**config.mk**
```make
export PLATFORM = sky130hd
export DESIGN_NAME = instruction_decode_stage_flat
export DESIGN_NICKNAME = d
export VERILOG_FILES = /design/src/rtl/instruction_decode_stage_if.sv /design/src/rtl/instruction_decode_stage.sv /design/src/flat_wrapper.sv
export SDC_FILE = /design/constraint.sdc
export NUM_CORES = 1
export LEC_CHECK = 0
export ABC_AREA = 1
export CELL_PAD_IN_SITES_DETAIL_PLACEMENT = 1
export CELL_PAD_IN_SITES_GLOBAL_PLACEMENT = 1
export CORE_MARGIN = 8
export CORE_UTILIZATION = 30
export CTS_BUF_LIST = sky130_fd_sc_hd__clkbuf_4
export DETAILED_ROUTE_END_ITERATION = 7
export GPL_TIMING_DRIVEN = 0
export PLACE_DENSITY = 0.76
export SLEW_MARGIN = 20
export SYNTH_ARGS = -nofsm -noshare
export SYNTH_HDL_FRONTEND = slang
export SYNTH_SLANG_ARGS = --single-unit
```
**constraint.sdc**
```tcl
create_clock -name clk -period 2.5 [get_ports clk]
set_clock_uncertainty 0.1 [all_clocks]
set_input_delay 0.5 -clock clk [delete_from_list [all_inputs] [get_ports clk]]
set_output_delay 0.5 -clock clk [all_outputs]
set_load 0.005 [all_outputs]
```
**src/rtl/instruction_decode_stage_if.sv**
```systemverilog
// Fetch-side and control-unit-side signals of the decode stage.
// slave is the decode stage's view; master is the fetch/control-unit view.
interface instruction_decode_stage_if #(
  parameter int PC_W = 32
);
  logic            inValid;
  logic            inReady;
  logic [31:0]     inInst;
  logic [PC_W-1:0] inPc;
  logic            outValid;
  logic            outReady;
  logic [4:0]      opcode;
  logic            iOrReg;
  logic [1:0]      modifier;
  logic [3:0]      rd;
  logic [3:0]      rs1;
  logic [3:0]      rs2;
  logic [31:0]     immx;
  logic [PC_W-1:0] brTarget;
  logic [PC_W-1:0] pcOut;
  logic            illegal;

  modport slave (
    input  inValid, inInst, inPc, outReady,
    output inReady, outValid, opcode, iOrReg, modifier, rd, rs1, rs2,
           immx, brTarget, pcOut, illegal
  );

  modport master (
    output inValid, inInst, inPc, outReady,
    input  inReady, outValid, opcode, iOrReg, modifier, rd, rs1, rs2,
           immx, brTarget, pcOut, illegal
  );
endinterface

```
**src/rtl/instruction_decode_stage.sv**
```systemverilog
// Decode stage: 2-entry skid buffer holding pre-decoded instructions.
// Optional macro DECODE_ILLEGAL_TRAP_EN turns opcodes 21..31 into flagged NOPs.
module instruction_decode_stage #(
  parameter int         PC_W       = 32,
  parameter int         RA_REG     = 15,
  parameter logic [4:0] NOP_OPCODE = 5'b01101
) (
  input  logic                 clk,
  input  logic                 rstN,
  input  logic                 flush,
  instruction_decode_stage_if.slave bus
);

  typedef struct packed {
    logic            illegal;
    logic [4:0]      opcode;
    logic            iOrReg;
    logic [1:0]      modifier;
    logic [3:0]      rd;
    logic [3:0]      rs1;
    logic [3:0]      rs2;
    logic [31:0]     immx;
    logic [PC_W-1:0] brTarget;
    logic [PC_W-1:0] pc;
  } entry_t;

  typedef enum logic [1:0] {EMPTY, ONE, TWO} state_t;

  function automatic entry_t decode(input logic [31:0] inst, input logic [PC_W-1:0] pc);
    entry_t          e;
    logic [PC_W-1:0] off;
    e          = '0;
    e.opcode   = inst[31:27];
    e.iOrReg   = inst[26];
    e.modifier = inst[17:16];
    e.rd       = inst[25:22];
    e.rs1      = (inst[31:27] == 5'b10100) ? 4'(RA_REG) : inst[21:18];
    e.rs2      = (inst[31:27] == 5'b01111) ? inst[25:22] : inst[17:14];
    case (inst[17:16])
      2'b01:   e.immx = {16'h0000, inst[15:0]};
      2'b10:   e.immx = {inst[15:0], 16'h0000};
      default: e.immx = {{16{inst[15]}}, inst[15:0]};
    endcase
    // Word offset: sign-extend the 27-bit field, then scale by 4.
    off        = {{(PC_W-27){inst[26]}}, inst[26:0]};
    e.brTarget = pc + {off[PC_W-3:0], 2'b00};
    e.pc       = pc;
`ifdef DECODE_ILLEGAL_TRAP_EN
    if (inst[31:27] >= 5'd21) begin
      e.illegal = 1'b1;
      e.opcode  = NOP_OPCODE;
      e.rd      = '0;
      e.rs1     = '0;
      e.rs2     = '0;
      e.immx    = '0;
    end
`endif
    return e;
  endfunction

  state_t state;
  entry_t head;
  entry_t skid;
  entry_t dec_in;
  logic   out_valid;
  logic   in_ready;
  logic   push;
  logic   pop;

  always_comb begin
    dec_in = decode(bus.inInst, bus.inPc);
    push   = bus.inValid & in_ready;
    pop    = out_valid & bus.outReady;
  end

  always_ff @(posedge clk or negedge rstN) begin
    if (!rstN) begin
      state       <= EMPTY;
      out_valid   <= 1'b0;
      in_ready    <= 1'b1;
      head        <= '0;
      head.opcode <= NOP_OPCODE;
      skid        <= '0;
    end else if (flush) begin
      state       <= EMPTY;
      out_valid   <= 1'b0;
      in_ready    <= 1'b1;
      head.opcode <= NOP_OPCODE;
    end else begin
      case (state)
        EMPTY: begin
          if (push) begin
            head      <= dec_in;
            state     <= ONE;
            out_valid <= 1'b1;
          end
        end
        ONE: begin
          if (push && pop) begin
            head <= dec_in;
          end else if (push) begin
            skid     <= dec_in;
            state    <= TWO;
            in_ready <= 1'b0;
          end else if (pop) begin
            state     <= EMPTY;
            out_valid <= 1'b0;
          end
        end
        TWO: begin
          if (pop) begin
            head     <= skid;
            state    <= ONE;
            in_ready <= 1'b1;
          end
        end
        default: begin
          state     <= EMPTY;
          out_valid <= 1'b0;
          in_ready  <= 1'b1;
        end
      endcase
    end
  end

  assign bus.inReady  = in_ready;
  assign bus.outValid = out_valid;
  assign bus.opcode   = head.opcode;
  assign bus.iOrReg   = head.iOrReg;
  assign bus.modifier = head.modifier;
  assign bus.rd       = head.rd;
  assign bus.rs1      = head.rs1;
  assign bus.rs2      = head.rs2;
  assign bus.immx     = head.immx;
  assign bus.brTarget = head.brTarget;
  assign bus.pcOut    = head.pc;
  assign bus.illegal  = head.illegal;

endmodule

```
**src/flat_wrapper.sv**
```systemverilog
// flat-port wrapper written by rule: the top's interface ports become plain ports
module instruction_decode_stage_flat 
#(
  parameter int         PC_W       = 32,
  parameter int         RA_REG     = 15,
  parameter logic [4:0] NOP_OPCODE = 5'b01101
)
  (clk, rstN, flush, bus_inValid, bus_inInst, bus_inPc, bus_outReady, bus_inReady, bus_outValid, bus_opcode, bus_iOrReg, bus_modifier, bus_rd, bus_rs1, bus_rs2, bus_immx, bus_brTarget, bus_pcOut, bus_illegal);
  instruction_decode_stage_if #(.PC_W(PC_W)) bus_i ();
  input  logic clk;
  input  logic rstN;
  input  logic flush;
  input wire logic [$bits(bus_i.inValid)-1:0] bus_inValid;
  input wire logic [$bits(bus_i.inInst)-1:0] bus_inInst;
  input wire logic [$bits(bus_i.inPc)-1:0] bus_inPc;
  input wire logic [$bits(bus_i.outReady)-1:0] bus_outReady;
  output wire logic [$bits(bus_i.inReady)-1:0] bus_inReady;
  output wire logic [$bits(bus_i.outValid)-1:0] bus_outValid;
  output wire logic [$bits(bus_i.opcode)-1:0] bus_opcode;
  output wire logic [$bits(bus_i.iOrReg)-1:0] bus_iOrReg;
  output wire logic [$bits(bus_i.modifier)-1:0] bus_modifier;
  output wire logic [$bits(bus_i.rd)-1:0] bus_rd;
  output wire logic [$bits(bus_i.rs1)-1:0] bus_rs1;
  output wire logic [$bits(bus_i.rs2)-1:0] bus_rs2;
  output wire logic [$bits(bus_i.immx)-1:0] bus_immx;
  output wire logic [$bits(bus_i.brTarget)-1:0] bus_brTarget;
  output wire logic [$bits(bus_i.pcOut)-1:0] bus_pcOut;
  output wire logic [$bits(bus_i.illegal)-1:0] bus_illegal;
  assign bus_i.inValid = bus_inValid;
  assign bus_i.inInst = bus_inInst;
  assign bus_i.inPc = bus_inPc;
  assign bus_i.outReady = bus_outReady;
  assign bus_inReady = bus_i.inReady;
  assign bus_outValid = bus_i.outValid;
  assign bus_opcode = bus_i.opcode;
  assign bus_iOrReg = bus_i.iOrReg;
  assign bus_modifier = bus_i.modifier;
  assign bus_rd = bus_i.rd;
  assign bus_rs1 = bus_i.rs1;
  assign bus_rs2 = bus_i.rs2;
  assign bus_immx = bus_i.immx;
  assign bus_brTarget = bus_i.brTarget;
  assign bus_pcOut = bus_i.pcOut;
  assign bus_illegal = bus_i.illegal;
  instruction_decode_stage #(.PC_W(PC_W), .RA_REG(RA_REG), .NOP_OPCODE(NOP_OPCODE)) u_core (.clk(clk), .rstN(rstN), .flush(flush), .bus(bus_i));
endmodule
```
==> impl_metrics.toml <==
[setup_path]
rr_worst_depth = 6
critical_path.max_fanout = 5
r2r_slack_ns = 0.27
cp.arrival_ns = 2.85
rr_endpoint = "u_core.skid[112]"
end_kind = "register"
r2r_start = "u_core.state[1]"
startpoint_type = "primary input"
path_class = "in2reg"
required_ns = 2.96

[die]
dieArea_sq_um = 47480
initial_core_util_pct = 30.16
die_w_microns = 217.9
die_height_microns = 217.9
io_pins = 188
rows = 74
fp.coreArea_sq_um = 40550

[synthesis]
avgSynthCellArea_sq_um = 7.310
ys_types = 36
ys_warn_count = 0
syn_area_sq_um = 12230
synth-seq-area-share_pct = 47.51
async_reset_ff_share_pct = 100.0
synth_top_area_cell = "dfrtp_1"
syn_inst = 1673
synth_edf_count = 0
synth_fp_nets = 1774
synth_seq_cells = 232
synth_top_area_share_pct = 46.65
ys.flop_type = "dfrtp_1"
synth_top_cells_by_area = "dfrtp_1 (47%), nand2_1 (20%), nor2_1 (5.6%), inv_1 (4.4%), a21oi_1 (3.8%)"

[power]
ir_drop_uv = 406.9
leakagePower_uw = 0.008000
p_per_area_nw_per_um2 = 1082
total_power_uw = 17030

[timing]
worstMarginPinSlew_ns = 1.076
fmax_mhz = 418.4
hold_viol = 0
rsz0062_at_grt = "false"
fin_crit_ns = 2.390
drv_slew = 0
setup_viol_count_final = 0
setup_ws_ns = 0.1102
fin_crit_sh_pct = 95.59
slew-limit-headroom_pct = 27.72

[route]
firstDrtPassIters = 4
drc = 0
vias = 12150
ant_nets = 0
routed_via_density = 4.832
wl_per_cell_microns = 19.09
routed_wl_microns = 47990
drtIter0Drc = 582

[placed_design]
place_area_sq_um = 14810
dpl_worst_slack_ns = -0.7448
numPortBuffers = 185
globalplace.congestion = 0.9202
detailed_place_hpwl_microns = 37350

[min_path]
worstHoldPathType = "in2reg"
min_from = "bus_inPc[2]"
min_delay_path_depth = 3
hold_path_end = "u_core.skid[2]"

[finish]
final_common_cell = "nand2_1"
fin_nets = 2033
fillers = 5121
drive_above_1_share_pct = 8.935
multi_input_area_sq_um = 5479
final_cell_area_sq_um = 15740
register_area_sq_um = 5811
syn_to_final_growth_pct = 28.67
utilization_pct = 38.80
final_cell_mix = "nand2_1 (667), dfrtp_1 (228), clkdlybuf4s50_1 (181), nor2_1 (180), inv_1 (144)"

[cts]
clk_latency_ns = 0.72
clk_pin_slew_ns = 0.06
ctsRootBufferMaster = "clkbuf_4"
cts-buffers-inserted = 69
cts_tree = "built"
cts_buffer_depth = 3
cts.sinks = 232
post_cts_buffers = 0
htreeDepth = 3

[job]
cap_violations = 0

[grt]
overflow = 0
grt_pass1_vias = 13110
grt_max_degree = 91
gr-usage-all-layers_pct = 20.23
antenna_found_initial = 2
grt_pass1_wl_microns = 75060

[status]
outcome = "finished, final reports clean"
-- cell type report --
cell class                      instances  share of cell area [%]
Antenna cell                            1                 0.01590
Buffer                                 78                   2.505
Clock buffer                          101                   4.819
Clock inverter                         19                  0.8429
Inverter                              150                   3.578
Multi-Input combinational cell       1213                   34.82
Sequential cell                       232                   36.93
Tap cell                              532                   4.230
Timing Repair Buffer                  188                   12.26
-- state kept, by name, indices dropped and copies added, names as in the netlist --
name and flops:
u_core.bus.modifier 2, u_core.bus.rs1 4, u_core.state 2, u_core.skid 114
u_core.bus.outValid 1, u_core.bus.brTarget 30, u_core.bus.opcode 5, u_core.bus.inReady 1
u_core.bus.rs2 4, u_core.bus.pcOut 32, u_core.bus.iOrReg 1, u_core.bus.rd 4
u_core.bus.immx 32
-- cell families after synthesis --
group	synth area share, %
other cells	0.03066
fa+ha+maj	3.335
xor+xnor	1.003
flops	47.51
simple gates	28.82
buf+inv	7.827
compound gates	11.47
-- synthesized netlist by cell type (6+ instances only) --
master      n
buf_2      30
ha_1       31
o21ai_0    79
xor2_1      6
nor2_1    182
inv_1     144
xnor2_1     8
inv_2       6
clkbuf_1   31
nand2_1   667
nand3_1    44
dfrtp_1   228
buf_4      11
a31oi_1    68
a21oi_1    92
-- critical path: stages --
cell             delay (ns)
clkdlybuf4s50_1        0.66
ha_1                   0.37
nand2_1                0.16
inv_1                  0.07
a21oi_1                0.24
nand3_1                0.26
nand2_1                0.18
nand2_1                0.07
nand2_1                0.10
nand3_1                0.08
nand2_1                0.10
nand2_1                0.05
-- power breakdown --
| group | total [uW] | leakage (uW) | switching, uW | internal (uW) |
|---|---|---|---|---|
| Clock | 3820 | 0.000526 | 1760 | 2050 |
| Combinational | 6540 | 0.00466 | 3460 | 3080 |
| Sequential | 6670 | 0.00281 | 1090 | 5590 |
-- worst max-delay path by stage --
stage                                from                       to  slack, ns  cells past startpoint
after global routing      u_core.state[1]         u_core.skid[113]      0.009                      6
final                      bus_inInst[10]  u_core.bus.brTarget[29]       0.11                     12
after floorplan               bus_inPc[2]  u_core.bus.brTarget[16]       0.37                     14
after detailed placement    bus_inInst[0]  u_core.bus.brTarget[30]      -0.74                     14
after global placement               rstN      u_core.bus.pcOut[5]      -9.58                      1
after CTS                   bus_inInst[0]  u_core.bus.brTarget[24]       0.06                     14
-- metrics by stage --
step | TNS (ns) | hold WS, ns | instances
floorplan | 0 | 0.1044 | 1673
global placement | -2255.36 | 0.3531 | 2390
detailed placement | -55.67 | 0.3610 | 2392
CTS | 0 | 0.01609 | 2513
global route | 0 | 0.01479 | 2514
finish | 0 | 0.03230 | 2514
-- what timing repair did --
| action | in CTS | in global routing |
|---|---|---|
| hold buffers | 1 | 0 |
| endpoints found under the setup margin | 1 | 39 |
| hold endpoints to repair | 54 | 0 |
| resized for setup | 2 | 7 |
-- per-layer routing --
metal	vias to the layer above	routed length, microns	global-route usage, %
li1	5822	-	-
met1	5933	21520	25.82
met2	294	22710	33.21
met3	97	2157	4.008
met4	2	1584	8.262
met5	-	11	0
Power figures use the tool's default switching activity.
